### src/rtl/isqrt_seq.sv
// Sequential integer square root: digit-by-digit restoring algorithm, one root bit per cycle.
// Serves an enable/valid handshake; optional round-to-nearest with saturation.
`timescale 1ns/1ps
module isqrt_seq #(
    parameter int unsigned DOUT_W = 16,
    parameter int unsigned ROUND  = 0
) (
    input  logic                  clk,
    input  logic                  reset,
    input  logic                  enable,
    input  logic [2*DOUT_W-1:0]   din,
    output logic [DOUT_W-1:0]     dout,
    output logic                  valid,
    output logic                  busy,
    output logic [3:0]            cstate
);

    localparam int unsigned DIN_W = 2 * DOUT_W;
    localparam int unsigned REM_W = DOUT_W + 2;
    localparam int unsigned CNT_W = $clog2(DOUT_W + 1);

    typedef enum logic [1:0] {
        IDLE = 2'd0,
        CALC = 2'd1,
        RND  = 2'd2,
        DONE = 2'd3
    } state_t;

    state_t             state;
    logic [DIN_W-1:0]   rad;
    logic [DOUT_W-1:0]  root;
    logic [REM_W-1:0]   rem;
    logic [CNT_W-1:0]   cnt;

    logic [REM_W-1:0]   rem_sh;
    logic [REM_W-1:0]   trial;
    logic               take;
    logic               round_up;

    // One restoring step; rem's upper bits are provably zero before the shift.
    always_comb begin
        rem_sh   = REM_W'({rem, rad[DIN_W-1 -: 2]});
        trial    = {root, 2'b01};
        take     = (rem_sh >= trial);
        round_up = (ROUND != 0) && (rem > REM_W'(root)) && !(&root);
    end

    assign cstate = 4'(state);

    always_ff @(posedge clk) begin
        if (reset) begin
            state <= IDLE;
            dout  <= '0;
            valid <= 1'b0;
            busy  <= 1'b0;
            rad   <= '0;
            root  <= '0;
            rem   <= '0;
            cnt   <= '0;
        end else begin
            case (state)
                IDLE: begin
                    if (enable) begin
                        rad   <= din;
                        root  <= '0;
                        rem   <= '0;
                        cnt   <= CNT_W'(DOUT_W - 1);
                        busy  <= 1'b1;
                        state <= CALC;
                    end
                end
                CALC: begin
                    rad  <= rad << 2;
                    rem  <= take ? (rem_sh - trial) : rem_sh;
                    root <= DOUT_W'({root, take});
                    if (cnt == '0) begin
                        state <= RND;
                    end else begin
                        cnt <= cnt - CNT_W'(1);
                    end
                end
                RND: begin
                    dout  <= round_up ? (root + DOUT_W'(1)) : root;
                    valid <= 1'b1;
                    busy  <= 1'b0;
                    state <= DONE;
                end
                DONE: begin
                    // Hold the result until the initiator releases enable.
                    if (!enable) begin
                        valid <= 1'b0;
                        state <= IDLE;
                    end
                end
                default: state <= IDLE;
            endcase
        end
    end

endmodule
### config.mk
export PLATFORM = sky130hd
export DESIGN_NAME = isqrt_seq
export DESIGN_NICKNAME = d
export VERILOG_FILES = /design/src/rtl/isqrt_seq.sv
export SDC_FILE = /design/constraint.sdc
export NUM_CORES = 1
export LEC_CHECK = 0
export ABC_CLOCK_PERIOD_IN_PS = 4700
export BUFFER_PORTS_ARGS = -buffer_cell sky130_fd_sc_hd__buf_2
export CORE_MARGIN = 5
export CORE_UTILIZATION = 45
export DETAILED_ROUTE_END_ITERATION = 7
export SLEW_MARGIN = 20
export SYNTH_ARGS = -nofsm -noshare
export SYNTH_HDL_FRONTEND = slang
export SYNTH_SLANG_ARGS = --single-unit
### constraint.sdc
create_clock -name clk -period 4.7 [get_ports clk]
set_clock_uncertainty 0.2 [all_clocks]
set_input_delay 0.94 -clock clk [delete_from_list [all_inputs] [get_ports clk]]
set_output_delay 0.94 -clock clk [all_outputs]
set_load 0.1 [all_outputs]
==> parameters.txt <==
Parameter                              Value

Status
  Outcome ... complete, no violations

Clocking
  Maximum buffer depth of the clock tree ... 2
  Skew-Pair Late Insertion Delay ... 360 ps
  Count of hold-fix buffers inserted at cts ... 0
  Post-CTS Resized ... 0
  Num CTS Buffers ... 9
  CTS tree ... built
  Setup fix buffers added after clock tree synthesis ... 0
  Root buffer cell ... sky130_fd_sc_hd__clkbuf_8
  Register clock-pin slew on the reported worst setup and hold paths ... 80 ps
  Number of clock sinks ... 89
  Htree depth ... 3

Setup path
  Setup slack on the worst flop-to-flop path ... 1840 ps
  Crit Path Class ... reg -> reg
  Worst Path Max Fanout ... 20
  Data required time of the critical path ... about 4700 ps
  Critical register-to-register path startpoint ... root[3]$_SDFFE_PP0P_
  Cell chain of the critical path ... inv_1, ha_1, o211ai_2, a21o_4, a21oi_4, o21a_1, nand2b_1, o211ai_1
  Critical R2R Capture ... rem[3]$_SDFFE_PP0P_
  CP arrival ... approximately 2900 ps
  Peak per-stage delay on the critical path ... 550 ps
  Element type at the critical path start ... register
  Sort of element at the end of the critical path ... register
  Timing startpoint of the critical path ... root[3]$_SDFFE_PP0P_
  Crit-path slowest cell ... sky130_fd_sc_hd__o21a_1
  Reg2reg path depth ... 8
  Worst setup path end ... rem[3]$_SDFFE_PP0P_

Layout
  Area growth from synthesis to final layout ... 9.491%
  Antenna Cells ... 0
  Area used by multi-input combinational logic ... 2718 sq um
  Area taken by flip-flops and latches ... 1782 sq um
  Number of filler instances in the final layout ... 1024
  Ratio of cells with drive above 1 in the final layout ... 0.1630
  Util after Layout ... 0.5061
  Net count of the finished layout ... 638

Synth
  Portion of the post-synthesis area used by sequential elements ... 0.3734
  Synthesized area divided by synthesized cell count ... 8.740 sq um
  Number of standard cells after synthesis ... 546
  Fraction of registers with async set/reset ... 0
  Number of warnings reported in the yosys synthesis log ... 0
  Top flip-flop cell by instance count after synthesis ... sky130_fd_sc_hd__dfxtp_1
  Count of flip-flops with a built-in enable after synthesis ... 0
  Synthesized flop and latch total ... 89
  Post-synthesis instance area ... roughly 4800 sq um
  Number of distinct standard cells referenced by the synthesized netlist ... 61

Route
  Total detailed-routing wirelength ... 10.93 mm
  Post-route antenna net violation count ... 0
  Via-per-instance ratio ... between 5 and 6
  Count of vias placed by the detailed router ... 3903
  Routed length per placed instance ... about 15 microns
  DRT Pass-1 Iters ... 4
  DRC viols ... 0
  Detailed Route Iter0 Violations ... 243

Floorplanning
  Starting density of the core ... 0.4622
  Total I/O pin count ... 57
  Die Y ... between 100 and 150 microns
  Die span in x ... 113.0 microns
  Count of standard-cell rows ... 37
  Die Outline Area ... 12760 sq um
  Placeable core region ... 10320 sq um

Placement
  DP HPWL ... 7.871 mm
  Port bufs ... 54
  Final GP Congestion ... 0.8768

Flow run
  Reported max-cap violation count ... 0

Worst hold path
  Hold path startpoint ... valid$_SDFFE_PP0P_
  Kind of path behind the tightest hold check ... reg -> reg

Timing
  Final count of pins violating max slew ... 0
  Setup Viol. Count Final ... 0
  Setup TNS after final layout ... 0 ps
  Number of hold-slack violations in the final timing report ... 0
  Relative slew slack ... 0.4996
  Fin Hold WS ... between 200 and 300 ps
  Max Fclk ... around 0.35 GHz
  RSZ-0062 raised after global routing ... false
  Post-route minimum period ... 2864 ps
  Actual slew at the worst max-slew pin ... 750.5 ps
  Ratio of final minimum period to clock period ... 0.6093

GRT
  Total congestion overflow ... 0
  Aggregate global-route resource usage ... 0.1757
  Vias in the first global route ... 3793
  Antenna violations before repair ... 0
  Wire length of the first global-routing pass ... 18.51 mm
  Maximum number of pins on one net before global-route repair ... slightly above 60
synthesized netlist by cell type (2+ instances only):
cell	count	area, sq um
sky130_fd_sc_hd__a21oi_4	2	32.53
sky130_fd_sc_hd__and3_1	2	12.51
sky130_fd_sc_hd__nor2_1	82	307.8
sky130_fd_sc_hd__buf_4	3	22.52
sky130_fd_sc_hd__a211oi_1	31	232.7
sky130_fd_sc_hd__o211ai_2	3	37.54
sky130_fd_sc_hd__dfxtp_1	89	1782
sky130_fd_sc_hd__nor4_1	2	12.51
sky130_fd_sc_hd__a21o_1	2	15.01
sky130_fd_sc_hd__o311ai_1	2	17.52
sky130_fd_sc_hd__xnor2_1	6	52.55
sky130_fd_sc_hd__o21ai_0	6	30.03
sky130_fd_sc_hd__inv_1	25	93.84
sky130_fd_sc_hd__nor3_1	4	20.02
sky130_fd_sc_hd__nand2b_1	4	25.02
sky130_fd_sc_hd__a21oi_1	29	145.1
sky130_fd_sc_hd__nand3b_1	2	15.01
sky130_fd_sc_hd__mux2i_1	49	490.5
sky130_fd_sc_hd__o21a_1	4	30.03
sky130_fd_sc_hd__a31oi_1	2	12.51
sky130_fd_sc_hd__a22oi_1	17	127.6
sky130_fd_sc_hd__or3_1	2	12.51
sky130_fd_sc_hd__o31a_1	3	26.28
sky130_fd_sc_hd__buf_6	3	33.78
sky130_fd_sc_hd__xor2_1	6	52.55
sky130_fd_sc_hd__clkbuf_1	21	78.83
sky130_fd_sc_hd__buf_2	11	55.05
sky130_fd_sc_hd__nand4_1	2	12.51
sky130_fd_sc_hd__o21ai_1	10	50.05
sky130_fd_sc_hd__nand3_1	4	20.02
sky130_fd_sc_hd__o31ai_1	4	30.03
sky130_fd_sc_hd__ha_1	24	300.3
sky130_fd_sc_hd__or2_2	2	12.51
sky130_fd_sc_hd__nand4_2	2	25.02
sky130_fd_sc_hd__nand2_1	43	161.4
sky130_fd_sc_hd__o211ai_1	18	135.1
flip-flops by register name (all words and copies together) (netlist names):
name	flops
rad	32
dout	16
rem	16
root	16
cnt	5
state	2
busy	1
valid	1
routing by layer:
| layer | up-vias | track usage | share of wire |
|---|---|---|---|
| met5 | - | 0 | 0 |
| met4 | 0 | 0.06490 | 0.020 |
| met3 | 17 | 0.04706 | 0.047 |
| met2 | 72 | 0.2820 | 0.46 |
| li1 | 2025 | - | - |
| met1 | 1789 | 0.2266 | 0.47 |
worst max-delay path, delay by kind of cell (launching register included):
family / cells / cell delay, ps
AO/OA/AOI/OAI: 5 / 1200
adder cells (fa/ha/maj): 1 / 450
buffers and inverters: 1 / 70
flip-flops: 1 / 390
AND/OR/NAND/NOR: 1 / 420
worst min-delay path by stage:
stage | slack [ps] | endpoint | cells past startpoint
final | 270 | valid$_SDFFE_PP0P_ | 2
after global routing | 300 | valid$_SDFFE_PP0P_ | 2
after CTS | 280 | valid$_SDFFE_PP0P_ | 2
after detailed placement | 270 | valid$_SDFFE_PP0P_ | 2
after global placement | 260 | valid$_SDFFE_PP0P_ | 2
after floorplan | 250 | rem[10]$_SDFFE_PP0P_ | 2
placed cells by master, fill, tap and decap left out, types with 3 or more instances in the layout:
| cell type | instances |
|---|---|
| sky130_fd_sc_hd__clkbuf_1 | 3 |
| sky130_fd_sc_hd__mux2i_1 | 49 |
| sky130_fd_sc_hd__xor2_1 | 6 |
| sky130_fd_sc_hd__a22oi_1 | 17 |
| sky130_fd_sc_hd__o211ai_1 | 18 |
| sky130_fd_sc_hd__nor2_1 | 81 |
| sky130_fd_sc_hd__o211ai_2 | 3 |
| sky130_fd_sc_hd__nand2_1 | 43 |
| sky130_fd_sc_hd__buf_2 | 54 |
| sky130_fd_sc_hd__inv_1 | 25 |
| sky130_fd_sc_hd__o21ai_1 | 10 |
| sky130_fd_sc_hd__nand2b_1 | 4 |
| sky130_fd_sc_hd__o21a_1 | 4 |
| sky130_fd_sc_hd__o31ai_1 | 4 |
| sky130_fd_sc_hd__clkbuf_8 | 9 |
| sky130_fd_sc_hd__xnor2_1 | 6 |
| sky130_fd_sc_hd__dfxtp_1 | 89 |
| sky130_fd_sc_hd__ha_1 | 22 |
| sky130_fd_sc_hd__nand3_1 | 4 |
| sky130_fd_sc_hd__buf_4 | 5 |
| sky130_fd_sc_hd__o21ai_0 | 6 |
| sky130_fd_sc_hd__a21oi_1 | 29 |
| sky130_fd_sc_hd__nor3_1 | 4 |
| sky130_fd_sc_hd__a211oi_1 | 31 |
| sky130_fd_sc_hd__o31a_1 | 3 |
final cells by class:
type,instances,share of cell area
clock buffer,12,0.02586
clock inverter,3,0.003592
inverter,25,0.01796
multi-input combinational,395,0.5201
sequential,89,0.3410
tap,136,0.03257
timing repair buffer,59,0.05891
cell families after synthesis:
kind of cell,after synthesis,share of synthesized area
compound gates,146,0.2223
xor+xnor,12,0.02202
fa+ha+maj,24,0.06293
buf+inv,63,0.05952
flops,89,0.3734
mux,50,0.1051
other cells,1,0.0007858
simple gates,161,0.1539
per-stage QoR:
| step | setup WS, ps | cells | instance area (sq um) |
|---|---|---|---|
| 5_1_grt | 1603 | 719 | 5225 |
| 3_3_place_gp | 1818 | 704 | 5066 |
| 4_1_cts | 1794 | 719 | 5223 |
| 3_5_place_dp | 1811 | 704 | 5069 |
| 6_report | 1836 | 719 | 5225 |
| 2_1_floorplan | 1934 | 547 | 4776 |
Power is left out: the tool's default activity adds up to more than one toggle a clock period on the data nets, which glitch-free logic cannot reach.
